## config.mk

```make
export PLATFORM = sky130hd
export DESIGN_NAME = btn_conditioner
export DESIGN_NICKNAME = d
export VERILOG_FILES = /design/src/rtl/btn_pkg.sv /design/src/rtl/btn_debounce_ch.sv /design/src/rtl/btn_conditioner.sv
export SDC_FILE = /design/constraint.sdc
export NUM_CORES = 1
export LEC_CHECK = 0
export ABC_AREA = 1
export BUFFER_PORTS_ARGS = -buffer_cell sky130_fd_sc_hd__buf_2
export CORE_MARGIN = 5
export CORE_UTILIZATION = 50
export CTS_BUF_LIST = sky130_fd_sc_hd__clkbuf_4
export CTS_CLUSTER_SIZE = 10
export DETAILED_ROUTE_END_ITERATION = 7
export PLACE_DENSITY = 0.66
export SETUP_SLACK_MARGIN = 0.4
export SLEW_MARGIN = 20
export SYNTH_ARGS = -nofsm -noshare
export SYNTH_HDL_FRONTEND = slang
export SYNTH_SLANG_ARGS = --single-unit
export TNS_END_PERCENT = 20
```

## constraint.sdc

```tcl
create_clock -name clk -period 2.8 [get_ports clk]
set_input_delay 0.56 -clock clk [delete_from_list [all_inputs] [get_ports clk]]
set_output_delay 0.56 -clock clk [all_outputs]
set_load 0.02 [all_outputs]
```

## src/rtl/btn_pkg.sv

```systemverilog
// rtl/btn_pkg.sv - shared channel state encoding and default timing constants for the button front end
package btn_pkg;

    localparam logic [1:0] ST_IDLE         = 2'd0;
    localparam logic [1:0] ST_PRESS_WAIT   = 2'd1;
    localparam logic [1:0] ST_PRESSED      = 2'd2;
    localparam logic [1:0] ST_RELEASE_WAIT = 2'd3;

    localparam int DEF_NUM_BTN           = 4;
    localparam int DEF_SYNC_STAGES       = 2;
    localparam int DEF_DEBOUNCE_CYC      = 1_000_000;
    localparam int DEF_REPEAT_DELAY_CYC  = 50_000_000;
    localparam int DEF_REPEAT_PERIOD_CYC = 10_000_000;

    // Width that holds 0..max_val inclusive, never narrower than one bit.
    function automatic int cnt_width(input int max_val);
        return (max_val < 1) ? 1 : $clog2(max_val + 1);
    endfunction

endpackage

```

## src/rtl/btn_debounce_ch.sv

```systemverilog
// rtl/btn_debounce_ch.sv - one button channel: synchronizer, debounce FSM, auto-repeat when BTN_AUTOREPEAT_EN is defined
module btn_debounce_ch
    import btn_pkg::*;
#(
    parameter int SYNC_STAGES       = DEF_SYNC_STAGES,
    parameter int DEBOUNCE_CYC      = DEF_DEBOUNCE_CYC,
    parameter int REPEAT_DELAY_CYC  = DEF_REPEAT_DELAY_CYC,
    parameter int REPEAT_PERIOD_CYC = DEF_REPEAT_PERIOD_CYC
) (
    input  logic clk,
    input  logic rst,
    input  logic btn_raw,
    output logic btn_level,
    output logic btn_press,
    output logic btn_release
);

    localparam int            CW       = cnt_width(DEBOUNCE_CYC);
    localparam logic [CW-1:0] CNT_ONE  = CW'(1);
    localparam logic [CW-1:0] CNT_LAST = CW'(DEBOUNCE_CYC);

    logic [SYNC_STAGES-1:0] sync_q;
    logic                   s;
    logic [1:0]             state;
    logic [CW-1:0]          cnt;
    logic                   rep_fire;

    // Pure shift chain: nothing combinational ahead of the final flop.
    always_ff @(posedge clk) begin
        if (rst) begin
            sync_q <= '0;
        end else begin
            sync_q <= {sync_q[SYNC_STAGES-2:0], btn_raw};
        end
    end

    assign s = sync_q[SYNC_STAGES-1];

`ifdef BTN_AUTOREPEAT_EN
    // rcnt runs 0..DELAY-1 once, then reloads so each later lap is PERIOD long (PERIOD <= DELAY).
    localparam int             RCW       = cnt_width(REPEAT_DELAY_CYC);
    localparam logic [RCW-1:0] RC_LAST   = RCW'(REPEAT_DELAY_CYC - 1);
    localparam logic [RCW-1:0] RC_RELOAD = RCW'(REPEAT_DELAY_CYC - REPEAT_PERIOD_CYC);

    logic [RCW-1:0] rcnt;

    assign rep_fire = (state == ST_PRESSED) && s && (rcnt == RC_LAST);

    always_ff @(posedge clk) begin
        if (rst) begin
            rcnt <= '0;
        end else if (state != ST_PRESSED) begin
            rcnt <= '0;
        end else if (s) begin
            rcnt <= rep_fire ? RC_RELOAD : rcnt + 1'b1;
        end
    end
`else
    logic unused_repeat_cfg;

    assign unused_repeat_cfg = ^{REPEAT_DELAY_CYC, REPEAT_PERIOD_CYC};
    assign rep_fire          = 1'b0;
`endif

    always_ff @(posedge clk) begin
        if (rst) begin
            state       <= ST_IDLE;
            cnt         <= '0;
            btn_level   <= 1'b0;
            btn_press   <= 1'b0;
            btn_release <= 1'b0;
        end else begin
            btn_press   <= 1'b0;
            btn_release <= 1'b0;
            case (state)
                ST_IDLE: begin
                    if (s) begin
                        state <= ST_PRESS_WAIT;
                        cnt   <= CNT_ONE;
                    end
                end
                ST_PRESS_WAIT: begin
                    if (!s) begin
                        state <= ST_IDLE;
                        cnt   <= '0;
                    end else if (cnt == CNT_LAST) begin
                        state     <= ST_PRESSED;
                        cnt       <= '0;
                        btn_level <= 1'b1;
                        btn_press <= 1'b1;
                    end else begin
                        cnt <= cnt + 1'b1;
                    end
                end
                ST_PRESSED: begin
                    if (!s) begin
                        state <= ST_RELEASE_WAIT;
                        cnt   <= CNT_ONE;
                    end else if (rep_fire) begin
                        btn_press <= 1'b1;
                    end
                end
                ST_RELEASE_WAIT: begin
                    if (s) begin
                        state <= ST_PRESSED;
                        cnt   <= '0;
                    end else if (cnt == CNT_LAST) begin
                        state       <= ST_IDLE;
                        cnt         <= '0;
                        btn_level   <= 1'b0;
                        btn_release <= 1'b1;
                    end else begin
                        cnt <= cnt + 1'b1;
                    end
                end
                default: begin
                    state <= ST_IDLE;
                    cnt   <= '0;
                end
            endcase
        end
    end

endmodule

```

## src/rtl/btn_conditioner.sv

```systemverilog
// rtl/btn_conditioner.sv - push-button front end, NUM_BTN debounced channels; BTN_AUTOREPEAT_EN adds auto-repeat
module btn_conditioner
    import btn_pkg::*;
#(
    parameter int NUM_BTN           = DEF_NUM_BTN,
    parameter int SYNC_STAGES       = DEF_SYNC_STAGES,
    parameter int DEBOUNCE_CYC      = DEF_DEBOUNCE_CYC,
    parameter int REPEAT_DELAY_CYC  = DEF_REPEAT_DELAY_CYC,
    parameter int REPEAT_PERIOD_CYC = DEF_REPEAT_PERIOD_CYC
) (
    input  logic               clk,
    input  logic               rst,
    input  logic [NUM_BTN-1:0] btn_raw,
    output logic [NUM_BTN-1:0] btn_level,
    output logic [NUM_BTN-1:0] btn_press,
    output logic [NUM_BTN-1:0] btn_release,
    output logic               btn_any
);

    for (genvar i = 0; i < NUM_BTN; i++) begin : g_ch
        btn_debounce_ch #(
            .SYNC_STAGES      (SYNC_STAGES),
            .DEBOUNCE_CYC     (DEBOUNCE_CYC),
            .REPEAT_DELAY_CYC (REPEAT_DELAY_CYC),
            .REPEAT_PERIOD_CYC(REPEAT_PERIOD_CYC)
        ) u_ch (
            .clk        (clk),
            .rst        (rst),
            .btn_raw    (btn_raw[i]),
            .btn_level  (btn_level[i]),
            .btn_press  (btn_press[i]),
            .btn_release(btn_release[i])
        );
    end

    // Combinational OR of registered strobes so it lines up with btn_press.
    always_comb begin
        btn_any = |btn_press;
    end

endmodule
```

# Yosys cells after proc, flatten, opt, wreduce, memory -nomap -nowiden
# Index checks and enable logic that the tools add are counted.
totals:
  output_inout_bits: 13
  elab_cells: 193
  ff_bits: 108
op_classes:
  add_sub_neg: 4
  n_eq_ne: 48
  reduce_logical: 29
  n_mux: 76
  bitwise: 12
ops:
  columns: ["op", "n"]
  rows:
  - ["20-bit two-way mux", 20]
  - ["20-bit one-hot mux with 4 select lines", 4]
  - ["20-bit by 1-bit adder with 20-bit output, second input constant", 4]
  - ["20-bit == test, second input constant", 4]
  - ["2-bit two-way mux", 24]
  - ["2-bit by 1-bit != test with 1-bit output, second input constant", 16]
  - ["2-bit one-hot mux with 4 select lines", 4]
  - ["3-bit OR reduction", 8]
  - ["1-bit two-way mux", 20]
  - ["5-bit AND reduction", 4]
  - ["2-bit == test, second input constant", 8]
  - ["2-bit != test, second input constant", 8]
  - ["4-bit AND reduction", 4]
  - ["3-bit by 1-bit != test with 1-bit output, second input constant", 4]
  - ["3-bit != test, second input constant", 4]
  - ["1-bit NOT", 12]
  - ["2-bit by 1-bit == test with 1-bit output, second input constant", 4]
  - ["2-bit logical NOT", 4]
  - ["1-bit one-hot mux with 2 select lines", 4]
  - ["2-bit AND reduction", 4]
  - ["2-bit nonzero test", 4]
  - ["4-bit OR reduction", 1]

# Longest topological paths before layout
# Gate-level depths: netlist of run 1.
depth:
  ltp_word: 4
  mapped_depth: 11
  ltp_nobuf: 11

# By module
# A second synthesis of run 1 with hierarchy kept.
hier_totals:
  cells_unflattened: 990
  area_unflattened_um2: 6387.4
modules_own_cells:
  columns: ["mod", "cells_each", "area_per_inst_um2", "n_inst"]
  rows:
  - ["btn_debounce_ch (g_ch[0].u_ch ...)", 247, 1599.0, 3]
  - ["btn_debounce_ch (g_ch[3].u_ch)", 246, 1579.0, 1]
  - ["btn_conditioner", 3, 11.3, 1]

# Worst setup path before layout of run 1
# OpenSTA, ideal clock, no wires.
synth_path:
  path_type: "reg2out"
  from: "register g_ch[1].u_ch.btn_press"
  to: "output btn_any"
  path_stages_with_launch: 2
  path_buffers: 0
  setup_slack_ns: 1.324
  required_time_ns: 2.240
  t_arrival_ns: 0.916
  cell_sequence: "dfxtp_1 or4_1"
synth_via:
  elab_chain_len: 1
synth_rtl:
  columns: ["element", "line", "rtl"]
  rows:
  - ["start, declared", "btn_debounce_ch.sv:14", "output logic btn_press,"]
  - ["start signal, assigned", "btn_debounce_ch.sv:70", "btn_press <= 1'b0;"]
  - ["start signal, assigned", "btn_debounce_ch.sv:73", "btn_press <= 1'b0;"]
  - ["start signal, assigned", "btn_debounce_ch.sv:90", "btn_press <= 1'b1;"]
  - ["4-bit OR reduction", "btn_conditioner.sv:38", "btn_any = |btn_press;"]
  - ["end, declared", "btn_conditioner.sv:17", "output logic btn_any"]
# No other way between the ends.

# Worst setup path in the final report of run 1
layout_path:
  from: "register g_ch[0].u_ch.btn_press"
  to: "output btn_any"
layout_via:
  elab_chain_len: 1
layout_rtl:
  columns: ["element", "line"]
  rows:
  - ["start, declared", "btn_debounce_ch.sv:14"]
  - ["start signal, assigned", "btn_debounce_ch.sv:70"]
  - ["start signal, assigned", "btn_debounce_ch.sv:73"]
  - ["start signal, assigned", "btn_debounce_ch.sv:90"]
  - ["4-bit OR reduction", "btn_conditioner.sv:38"]
# No other way between the ends.

==> results of run 1 <==
-- area by class of cell --
class	count	share of cell area (%)
Clock inverter	6	0.636
Multi-Input combinational cell	741	52.5
Clock buffer	10	1.16
Tap cell	168	3.24
Timing Repair Buffer	23	1.97
Inverter	125	7.23
Sequential cell	108	33.3
-- placed cells by master (no fill, tap or decap), types with 5 or more instances in the layout --
cell type / synthesis / layout
ha_1: 8 / 8
nor3_1: 10 / 10
inv_1: 123 / 123
dfxtp_1: 108 / 108
buf_4: 14 / 5
nand3b_1: 7 / 7
nand2_1: 343 / 343
clkbuf_4: 0 / 10
nor2_1: 119 / 119
buf_2: 5 / 18
nor2_4: 5 / 5
nand4_1: 10 / 10
a21oi_1: 71 / 71
xor2_1: 16 / 16
nor2_2: 11 / 11
nand3_1: 71 / 71
o21ai_0: 42 / 42
-- metrics by stage --
stage | setup slack [ns] | power, mW | std cells | util [%] | hold WS [ns]
2_1_floorplan | 1.32 | 1.65 | 1011 | - | 0.388
3_3_place_gp | 0.980 | 1.68 | 1165 | 52.4 | 0.410
3_5_place_dp | 0.967 | 1.68 | 1165 | 52.4 | 0.412
4_1_cts | 0.713 | 2.40 | 1181 | 53.4 | 0.229
5_1_grt | 0.665 | 2.47 | 1181 | 53.4 | 0.233
6_report | 0.759 | 2.36 | 1181 | 53.4 | 0.276
-- metal layers --
layer	vias up	GRT usage [%]	wire [um]
met4	0	3.99	110
met3	9	3.99	491
met2	85	30.6	5780
met1	2489	25.8	6780
met5	-	0	0
li1	3137	-	-
-- Yosys cell counts --
library cell	instances
nand2_1	343
inv_1	123
nor2_1	119
dfxtp_1	108
a21oi_1	71
nand3_1	71
o21ai_0	42
xor2_1	16
buf_4	14
nor2_2	11
clkbuf_1	10
nand4_1	10
nor3_1	10
ha_1	8
nand3b_1	7
buf_2	5
nor2_4	5
buf_6	3
clkbuf_2	3
o21a_1	3
o21bai_1	3
xnor2_1	3
buf_1	2
clkinv_1	2
nand2_2	2
o211ai_1	2
o21ai_1	2
or2_2	2
a211oi_1	1
a21oi_2	1
and3_1	1
nor2b_1	1
nor3_2	1
nor3b_1	1
nor4_1	1
or2_1	1
or4_1	1
xnor2_2	1
xor2_2	1
-- sequential cells by signal, indices dropped and copies added (netlist names), named ones only --
name and count:
g_ch.u_ch.state 4, g_ch.u_ch.btn_press 4, g_ch.u_ch.btn_release 4, g_ch.u_ch.cnt 80
g_ch.u_ch.btn_level 4, g_ch.u_ch.sync_q 8
-- cell families (layout without fill, tap and decap cells) --
family,after synthesis,in the layout,share of synthesized area (%)
AO/OA/AOI/OAI,125,125,10.4
XOR/XNOR,21,21,3.18
adder cells (fa/ha/maj),8,8,1.60
buffers and inverters,162,164,11.1
flip-flops,108,108,34.5
AND/OR/NAND/NOR,587,587,39.2
-- power by group --
group | internal, mW | total, mW | switching [mW] | leakage (nW)
Sequential | 1.55 | 1.56 | 0.0101 | 0.872
Clock | 0.192 | 0.710 | 0.518 | 0.0616
Combinational | 0.0221 | 0.0870 | 0.0649 | 1.43
-- worst min-delay path by stage --
stage | from | end | slack (ns) | cells past startpoint
final | btn_raw[1] | g_ch[1].u_ch.sync_q[0]$_SDFF_PP0_ | 0.28 | 3
after global routing | btn_raw[1] | g_ch[1].u_ch.sync_q[0]$_SDFF_PP0_ | 0.23 | 3
after CTS | btn_raw[3] | g_ch[3].u_ch.sync_q[0]$_SDFF_PP0_ | 0.23 | 3
after detailed placement | g_ch[0].u_ch.sync_q[0]$_SDFF_PP0_ | g_ch[0].u_ch.sync_q[1]$_SDFF_PP0_ | 0.41 | 2
after global placement | g_ch[0].u_ch.sync_q[0]$_SDFF_PP0_ | g_ch[0].u_ch.sync_q[1]$_SDFF_PP0_ | 0.41 | 2
after floorplan | g_ch[0].u_ch.sync_q[0]$_SDFF_PP0_ | g_ch[0].u_ch.sync_q[1]$_SDFF_PP0_ | 0.39 | 2
-- tightest hold or removal path, stage by stage --
cell	delay, ns
buf_2	0.09
inv_1	0.04
nor2_1	0.03
==> flow_summary.yaml, run 1 <==
timing:
  period_share_pct: 72.9
  slew_headroom_pct: 45.8
  setup_viol: 0
  rsz0062_at_grt: "false"
  hold_violations: 0
  clock_skew_ns: 0.0122
  fmax_mhz: 490
  tns_ns: 0
  period_minus_slack_ns: 2.04
  final-max-slew-violation-count: 0
  worst_pin_slew_ns: 0.812
finish:
  insertedDiodeCount: 0
  finalInstanceArea_sq_mm: 0.00649
  regArea_sq_mm: 0.00216
  drive_gt1_share_pct: 6.02
  fill_cells: 1302
  finalNetCount: 1022
  area_delta_synth_final_pct: 3.68
  multiInputGateArea_sq_mm: 0.00341
clock_network:
  cts_tree: "built"
  clock-sinks: 108
  path_clk_slew_ns: 0.15
  cts_buffers: 9
  post_cts_resized: 0
  cts-root-buf: "clkbuf_4"
  clk_path_buf_depth: 2
  h-tree-depth: 3
  clk_latency_ns: 0.47
  ctsHoldBuffers: 0
  post_cts_buffers: 0
critical_path:
  endpoint: "btn_any"
  worst_path_largest_cell_delay_ns: 0.49
  worst_ep_required_time_ns: 2.24
  crit_cells: 2
  slowest_stage: "or4_1"
  r2r-end: "g_ch[3].u_ch.cnt[12]$_SDFFE_PP0P_"
  reg2reg_from: "g_ch[3].u_ch.cnt[0]$_SDFFE_PP0P_"
  cp_data_arrival_time_ns: 1.48
  endpoint_kind: "output port"
  path_max_fanout: 2
  critPathKind: "flip-flop to output port"
  r2r_cells: 9
  cp_cell_sequence: "or4_1 -> buf_2"
  cp_num_buf_inv: 1
  rrSetupSlack_ns: 1.09
  critPathLaunch: "g_ch[0].u_ch.btn_press$_SDFF_PP0_"
  worstSetupStartpointType: "flip-flop"
  cp_top_family: "simple AND/OR/NAND/NOR gates"
logic_synthesis:
  synth.top_cell.area_share_pct: 34.5
  ys_seq_area_share_pct: 34.5
  syn_inst: 1011
  syn-cell-area_sq_mm: 0.00626
  avgSynthCellArea_sq_um: 6.19
  syn_nets: 1025
  yosysUniqueCellTypes: 39
  synth-seq-cells: 108
  ys_top_cells_by_area: "dfxtp_1, nand2_1, inv_1"
  yosys_warnings: 0
  yosysTopAreaCell: "dfxtp_1"
global_route:
  grt_pass1_wl_um: 23200
  grt_max_degree: 64
  antenna_found_initial: 0
  grt_pass1_vias: 5080
  grt.overflow.total: 0
  track_usage_pct: 18.8
floorplanning:
  num_io_pins: 19
  dieHeight_um: 122
  start_util_pct: 51.5
  die_area_sq_mm: 0.0149
  coreArea_sq_mm: 0.0122
  rows: 40
  die_x_um: 122
drt:
  dr.first_iter.drc_count: 397
  finalWirelength_um: 13200
  drt_pre_antenna_iters: 5
  via_per_inst: 4.84
  ant_nets: 0
  route.detailed.drc: 0
  route.vias.total: 5720
  post_drt_wl_per_cell_um: 11.1
worst_hold_path:
  min_path_type: "input port to flip-flop"
placement:
  port_buffers: 18
  placed_cell_area_sq_mm: 0.00637
  gp_congestion: 0.844
  hpwl_um: 9500
job:
  max_cap_violations: 0
power:
  power.leakage_nw: 2.36
  max-vdd-ir-drop_mv: 0.184
  power_density_mw_per_mm2: 363
outcome:
  outcome: "complete, no violations"
Power figures use the tool's default switching activity.
==> run 2: changes to the inputs <==
--- a/config.mk
+++ b/config.mk
@@ -5,14 +5,14 @@
 export SDC_FILE = /design/constraint.sdc
 export NUM_CORES = 1
 export LEC_CHECK = 0
-export ABC_AREA = 1
+export ABC_AREA = 0
 export BUFFER_PORTS_ARGS = -buffer_cell sky130_fd_sc_hd__buf_2
 export CORE_MARGIN = 5
 export CORE_UTILIZATION = 50
 export CTS_BUF_LIST = sky130_fd_sc_hd__clkbuf_4
 export CTS_CLUSTER_SIZE = 10
 export DETAILED_ROUTE_END_ITERATION = 7
-export PLACE_DENSITY = 0.66
+export PLACE_DENSITY = 0.69
 export SETUP_SLACK_MARGIN = 0.4
 export SLEW_MARGIN = 20
 export SYNTH_ARGS = -nofsm -noshare
==> constraint.sdc (replaced) <==
create_clock -name clk -period 1.65 [get_ports clk]
set_input_delay 0.33 -clock clk [delete_from_list [all_inputs] [get_ports clk]]
set_output_delay 0.33 -clock clk [all_outputs]
set_load 0.02 [all_outputs]
==> run 2 against run 1 <==
The flow now finishes with violations (negative setup slack). Largest cell class unchanged. Critical path depth up 4. Sequential power increased by 71%. Synthesized cell count is 35% lower.
==> flow_summary.yaml, run 2 <==
logic_synthesis:
  syn_nets: 668
  synth-seq-cells: 108
  yosysMostFrequentCell: "dfxtp_1"
  synth_ff_type: "dfxtp_1"
  ys_top_cells_by_area: "dfxtp_1, a31oi_1, a21oi_1"
  synth_edf_count: 0
  yosys_warnings: 0
  ys_seq_area_share_pct: 39.3
  avgSynthCellArea_sq_um: 8.42
  async_flop_share_pct: 0
  synth.top_cell.area_share_pct: 39.3
  yosysUniqueCellTypes: 59
  syn_inst: 654
  synthTopCellsByCount: "dfxtp_1, a31oi_1, nand2_1"
  syn-cell-area_sq_mm: 0.00550
  yosysTopAreaCell: "dfxtp_1"
critical_path:
  rrSetupSlack_ns: -0.34
  worst_ep_required_time_ns: 2.03
  worst_path_largest_cell_delay_ns: 0.53
  cp_cell_sequence: "or4_4 -> nor4b_4 -> nand3_4 -> buf_12 -> a32oi_1 -> o31ai_1"
  endpoint_kind: "flip-flop"
  critPathKind: "flip-flop to flip-flop"
  cp_num_buf_inv: 1
  worstSetupStartpointType: "flip-flop"
  path_max_fanout: 17
  cp_data_arrival_time_ns: 2.36
  cp_top_family: "simple AND/OR/NAND/NOR gates"
  slowest_stage: "or4_4"
power:
  power.leakage_nw: 2.87
  power_density_mw_per_mm2: 597
  max-vdd-ir-drop_mv: 0.655
finish:
  regMostFlops: "g_ch.u_ch.cnt"
  largest_register_ff_count: 80
  most-common-layout-cells: "buf_4, dfxtp_1, a31oi_1"
  final_cells: 932
  finalNetCount: 800
  fill_cells: 825
  multiInputGateArea_sq_mm: 0.00341
  drive_gt1_share_pct: 35.5
  area_delta_synth_final_pct: 34.7
  reg_top3: "g_ch.u_ch.cnt: 80 flops, g_ch.u_ch.sync_q: 8 flops"
  layout_commonest_cell: "buf_4"
  regArea_sq_mm: 0.00220
floorplanning:
  die_area_sq_mm: 0.0132
  num_io_pins: 19
  rows: 38
  coreArea_sq_mm: 0.0108
  start_util_pct: 51.0
  die_x_um: 115
  dieHeight_um: 115
worst_hold_path:
  min_path_type: "input port to flip-flop"
drt:
  route.detailed.drc: 0
  route.vias.total: 5498
  dr.first_iter.drc_count: 342
  finalWirelength_um: 14500
  via_per_inst: 5.90
  ant_nets: 0
  post_drt_wl_per_cell_um: 15.5
  drt_pre_antenna_iters: 5
timing:
  tns_ns: -9.23
  setup_viol: 62
  slew_headroom_pct: 68.0
  final-max-slew-violation-count: 0
  rsz0062_at_grt: "true"
  clock_skew_ns: 0.0129
  worst_pin_slew_ns: 0.479
  period_share_pct: 120
  period_minus_slack_ns: 1.99
  fmax_mhz: 503
  hold_violations: 0
  fin_ws_ns: -0.337
placement:
  hpwl_um: 9650
  gp_congestion: 0.879
  dpl.cell_count: 903
  port_buffers: 18
global_route:
  grt_max_degree: 34
  grt_pass1_vias: 5332
  grt.overflow.total: 0
  grt_pass1_wl_um: 23900
  antenna_found_initial: 1
  track_usage_pct: 21.8
clock_network:
  clk_path_buf_depth: 2
  ctsHoldBuffers: 0
  cts-root-buf: "clkbuf_4"
  cts_tree: "built"
  cts_buffers: 9
  clk_latency_ns: 0.48
  path_clk_slew_ns: 0.16
  clock-sinks: 108
  h-tree-depth: 3
outcome:
  outcome: "complete, but fails checks"
  violations: "negative setup slack"
job:
  max_cap_violations: 0
-- run 2: cell types whose count changed after synthesis, moves of 19 or more --
| cell | change |
|---|---|
| nand2_1 | -298 |
| inv_1 | -97 |
| nor2_1 | -89 |
| a31oi_1 | +47 |
| nand3_1 | -32 |
| a21oi_1 | -29 |
| nand4_1 | +19 |
| o21ai_0 | -19 |
-- run 2: area by class of cell --
cell class,count,share of cell area (%)
Inverter,26,1.32
Clock inverter,7,1.10
Multi-Input combinational cell,477,46.0
Timing Repair Buffer,164,18.6
Clock buffer,9,0.911
Antenna cell,1,0.0338
Tap cell,140,2.36
Sequential cell,108,29.7
-- run 2: power by group --
part           switching [mW]  total [mW]  leakage, nW  internal [mW]
sequential             0.0301        2.67        0.887           2.64
clock                   0.876        1.47       0.0822          0.596
combinational           0.162       0.285         1.90          0.123
-- run 2: worst reg2reg max path, cell delays in order, from the launching register on --
cell	delay (ns)
dfxtp_2	0.35
or4_4	0.53
nor4b_4	0.31
nand3_4	0.17
buf_12	0.21
a32oi_1	0.21
o31ai_1	0.11
-- run 2: timing repair --
action,in CTS,in global routing
gates resized for setup,80,53
setup endpoints to repair,113,113
buffers inserted,4,6
pin swaps,27,20
gates cloned,1,1
-- run 2: through the flow --
step                worst slack, ns  cell area (sq um)  hold WS [ns]  util, %  power (mW)
global placement             -0.231               6660         0.422     61.7        2.96
CTS                          -0.284               7110        0.0105     65.9        4.45
detailed placement           -0.281               6660         0.426     61.7        2.98
floorplan                    -0.207               5590         0.414        -        2.88
finish                       -0.337               7410        0.0417     68.7        4.43
global route                 -0.427               7410        0.0149     68.7        4.62
-- run 2: final timing paths --
kind                                        to                         startpoint  depth (start not counted)
max reg2reg   g_ch[3].u_ch.cnt[7]$_SDFFE_PP0P_   g_ch[3].u_ch.cnt[8]$_SDFFE_PP0P_                          6
min reg2reg  g_ch[2].u_ch.sync_q[1]$_SDFF_PP0_  g_ch[2].u_ch.sync_q[0]$_SDFF_PP0_                          1
max           g_ch[3].u_ch.cnt[7]$_SDFFE_PP0P_   g_ch[3].u_ch.cnt[8]$_SDFFE_PP0P_                          6
min          g_ch[3].u_ch.sync_q[0]$_SDFF_PP0_                         btn_raw[3]                          2
-- run 2: kinds of logic (layout without fill, tap and decap cells) --
family / Yosys count / in the layout / synth area share [%]
and+or+nand+nor: 285 / 285 / 30.3
AOI/OAI and AO/OA: 164 / 164 / 19.2
DFF: 108 / 108 / 39.3
buffers and inverters: 69 / 206 / 5.98
xor gates and xnor gates: 10 / 10 / 1.59
muxes: 10 / 10 / 1.82
adders and majority gates: 8 / 8 / 1.82
other: 0 / 1 / 0
-- run 2: layer usage --
metal	share of wire (%)	global-route usage, %
met5	0	0
met4	1.2	7.04
met3	4.0	4.68
met2	50	38.0
met1	45	26.6
==> run 3: changes to the inputs <==
--- a/config.mk
+++ b/config.mk
@@ -12,8 +12,8 @@
 export CTS_BUF_LIST = sky130_fd_sc_hd__clkbuf_4
 export CTS_CLUSTER_SIZE = 10
 export DETAILED_ROUTE_END_ITERATION = 7
-export PLACE_DENSITY = 0.69
-export SETUP_SLACK_MARGIN = 0.4
+export PLACE_DENSITY = 0.71
+export SETUP_SLACK_MARGIN = 0.3
 export SLEW_MARGIN = 20
 export SYNTH_ARGS = -nofsm -noshare
 export SYNTH_HDL_FRONTEND = slang
==> run 3 against run 2 <==
Via count up 3.7%. Highest routed layer unchanged. Combinational power up 2%. Die area unchanged. The flow still finishes with violations (negative setup slack). Non-clock buffer count up 11. Utilization up 0.26 points. Clock power down 16%. Worst hold slack better by 0.022 ns. Critical path type unchanged. Sequential share of layout area down 0.19 points. Sequential cell count unchanged.
==> flow_summary.yaml, run 3 (synthesis gave the netlist of run 2 again) <==
global_route:
  grt_pass1_vias: 5498
  grt_pass1_wl_um: 24200
  grt_max_degree: 33
  track_usage_pct: 21.9
  grt.overflow.total: 0
  antenna_found_initial: 0
power:
  power_density_mw_per_mm2: 563
  max-vdd-ir-drop_mv: 0.405
  power.leakage_nw: 2.91
finish:
  most-common-layout-cells: "buf_4, dfxtp_1, nand2_1, a31oi_1, nand3_1"
  regArea_sq_mm: 0.00219
  reg_top3: "g_ch.u_ch.cnt: 80 flops, g_ch.u_ch.sync_q: 8 flops"
  multiInputGateArea_sq_mm: 0.00342
  fill_cells: 803
  drive_gt1_share_pct: 35.7
  final_cells: 942
  finalNetCount: 811
  insertedDiodeCount: 0
  largest_register_ff_count: 80
  post-route-util_pct: 68.9
  layout_commonest_cell: "buf_4"
  regMostFlops: "g_ch.u_ch.cnt"
  finalInstanceArea_sq_mm: 0.00744
  area_delta_synth_final_pct: 35.2
critical_path:
  cp_data_arrival_time_ns: 2.31
  r2r_cells: 6
  path_max_fanout: 16
  r2r-end: "g_ch[3].u_ch.cnt[12]$_SDFFE_PP0P_"
  endpoint_kind: "flip-flop"
  worst_ep_required_time_ns: 2.00
  reg2reg_from: "g_ch[3].u_ch.cnt[8]$_SDFFE_PP0P_"
  critPathKind: "flip-flop to flip-flop"
  worstSetupStartpointType: "flip-flop"
  rrSetupSlack_ns: -0.31
clock_network:
  path_clk_slew_ns: 0.16
  ctsHoldBuffers: 0
  clk_latency_ns: 0.47
  clk_path_buf_depth: 2
  cts-root-buf: "clkbuf_4"
  h-tree-depth: 3
  cts_buffers: 9
  cts_tree: "built"
  clock-sinks: 108
floorplanning:
  dieHeight_um: 115
  num_io_pins: 19
  rows: 38
  start_util_pct: 51.0
  die_x_um: 115
  die_area_sq_mm: 0.0132
  coreArea_sq_mm: 0.0108
drt:
  via_per_inst: 6.05
  finalWirelength_um: 15500
  ant_nets: 0
  route.detailed.drc: 0
  post_drt_wl_per_cell_um: 16.4
  route.vias.total: 5701
  drt_pre_antenna_iters: 7
  dr.first_iter.drc_count: 464
timing:
  rsz0062_at_grt: "true"
  slew_headroom_pct: 49.3
  setup_viol: 73
  period_share_pct: 119
  fmax_mhz: 510
  hold_violations: 0
  fin_ws_ns: -0.310
  period_minus_slack_ns: 1.96
  worst_pin_slew_ns: 0.754
  clock_skew_ns: 0.0179
  final-max-slew-violation-count: 0
outcome:
  outcome: "complete, but fails checks"
  violations: "negative setup slack"
worst_hold_path:
  hp-start: "btn_raw[3]"
  whs_path_depth: 2
  min_to: "g_ch[3].u_ch.sync_q[0]$_SDFF_PP0_"
  min_path_type: "input port to flip-flop"
placement:
  hpwl_um: 10100
  gp_congestion: 0.848
  placed_cell_area_sq_mm: 0.00673
  port_buffers: 18
  dpl.cell_count: 914
job:
  max_cap_violations: 0
[run 3: worst max-delay path by stage]
stage / start / to
after global routing: g_ch[3].u_ch.cnt[8]$_SDFFE_PP0P_ / g_ch[3].u_ch.cnt[18]$_SDFFE_PP0P_
after global placement: g_ch[3].u_ch.cnt[8]$_SDFFE_PP0P_ / g_ch[3].u_ch.cnt[7]$_SDFFE_PP0P_
final: g_ch[3].u_ch.cnt[8]$_SDFFE_PP0P_ / g_ch[3].u_ch.cnt[12]$_SDFFE_PP0P_
after CTS: g_ch[3].u_ch.cnt[8]$_SDFFE_PP0P_ / g_ch[3].u_ch.cnt[11]$_SDFFE_PP0P_
after floorplan: g_ch[3].u_ch.cnt[8]$_SDFFE_PP0P_ / g_ch[3].u_ch.cnt[11]$_SDFFE_PP0P_
after detailed placement: g_ch[3].u_ch.cnt[8]$_SDFFE_PP0P_ / g_ch[3].u_ch.cnt[12]$_SDFFE_PP0P_
[run 3: layout make-up]
type | instances | share of cell area, %
Clock buffer | 13 | 1.31
Clock inverter | 3 | 0.185
Inverter | 26 | 1.31
Multi-Input combinational cell | 477 | 46.0
Sequential cell | 108 | 29.5
Tap cell | 140 | 2.35
Timing Repair Buffer | 175 | 19.4
[run 3: through the flow]
step | power, mW | setup TNS (ns) | worst slack, ns | hold WS [ns]
global placement | 2.97 | -7.39 | -0.222 | 0.419
detailed placement | 2.98 | -9.97 | -0.275 | 0.430
floorplan | 2.88 | -6.89 | -0.207 | 0.414
global route | 4.35 | -17.22 | -0.366 | 0.0630
finish | 4.19 | -10.76 | -0.310 | 0.0637
CTS | 4.18 | -8.98 | -0.264 | 0.0470
[run 3: power breakdown]
part	total (mW)	switching (mW)	internal (mW)
Clock	1.23	0.861	0.372
Combinational	0.291	0.166	0.125
Sequential	2.67	0.0274	2.64
Total	4.19	1.05	3.13
[run 3: worst max-delay path: stages, from the launching register on]
cell and delay (ns):
dfxtp_2 0.35, or4_4 0.54, nor4b_4 0.31, nand3_4 0.18, buf_12 0.19, a31oi_1 0.21
a31oi_1 0.07
[run 3: timing repair]
action | 4_1_cts | 5_1_grt
cloned | 0 | 3
setup buffers | 5 | 4
resized for setup | 53 | 64
pin swaps | 22 | 18
endpoints found under the setup margin | 108 | 112
[run 3: layer usage]
metal / vias to the layer above / track usage (%) / wire length [um]
met5: - / 0 / 0
met4: 0 / 7.59 / 415
met3: 52 / 3.63 / 738
met2: 177 / 38.7 / 7770
met1: 2724 / 26.9 / 6540
li1: 2748 / - / -
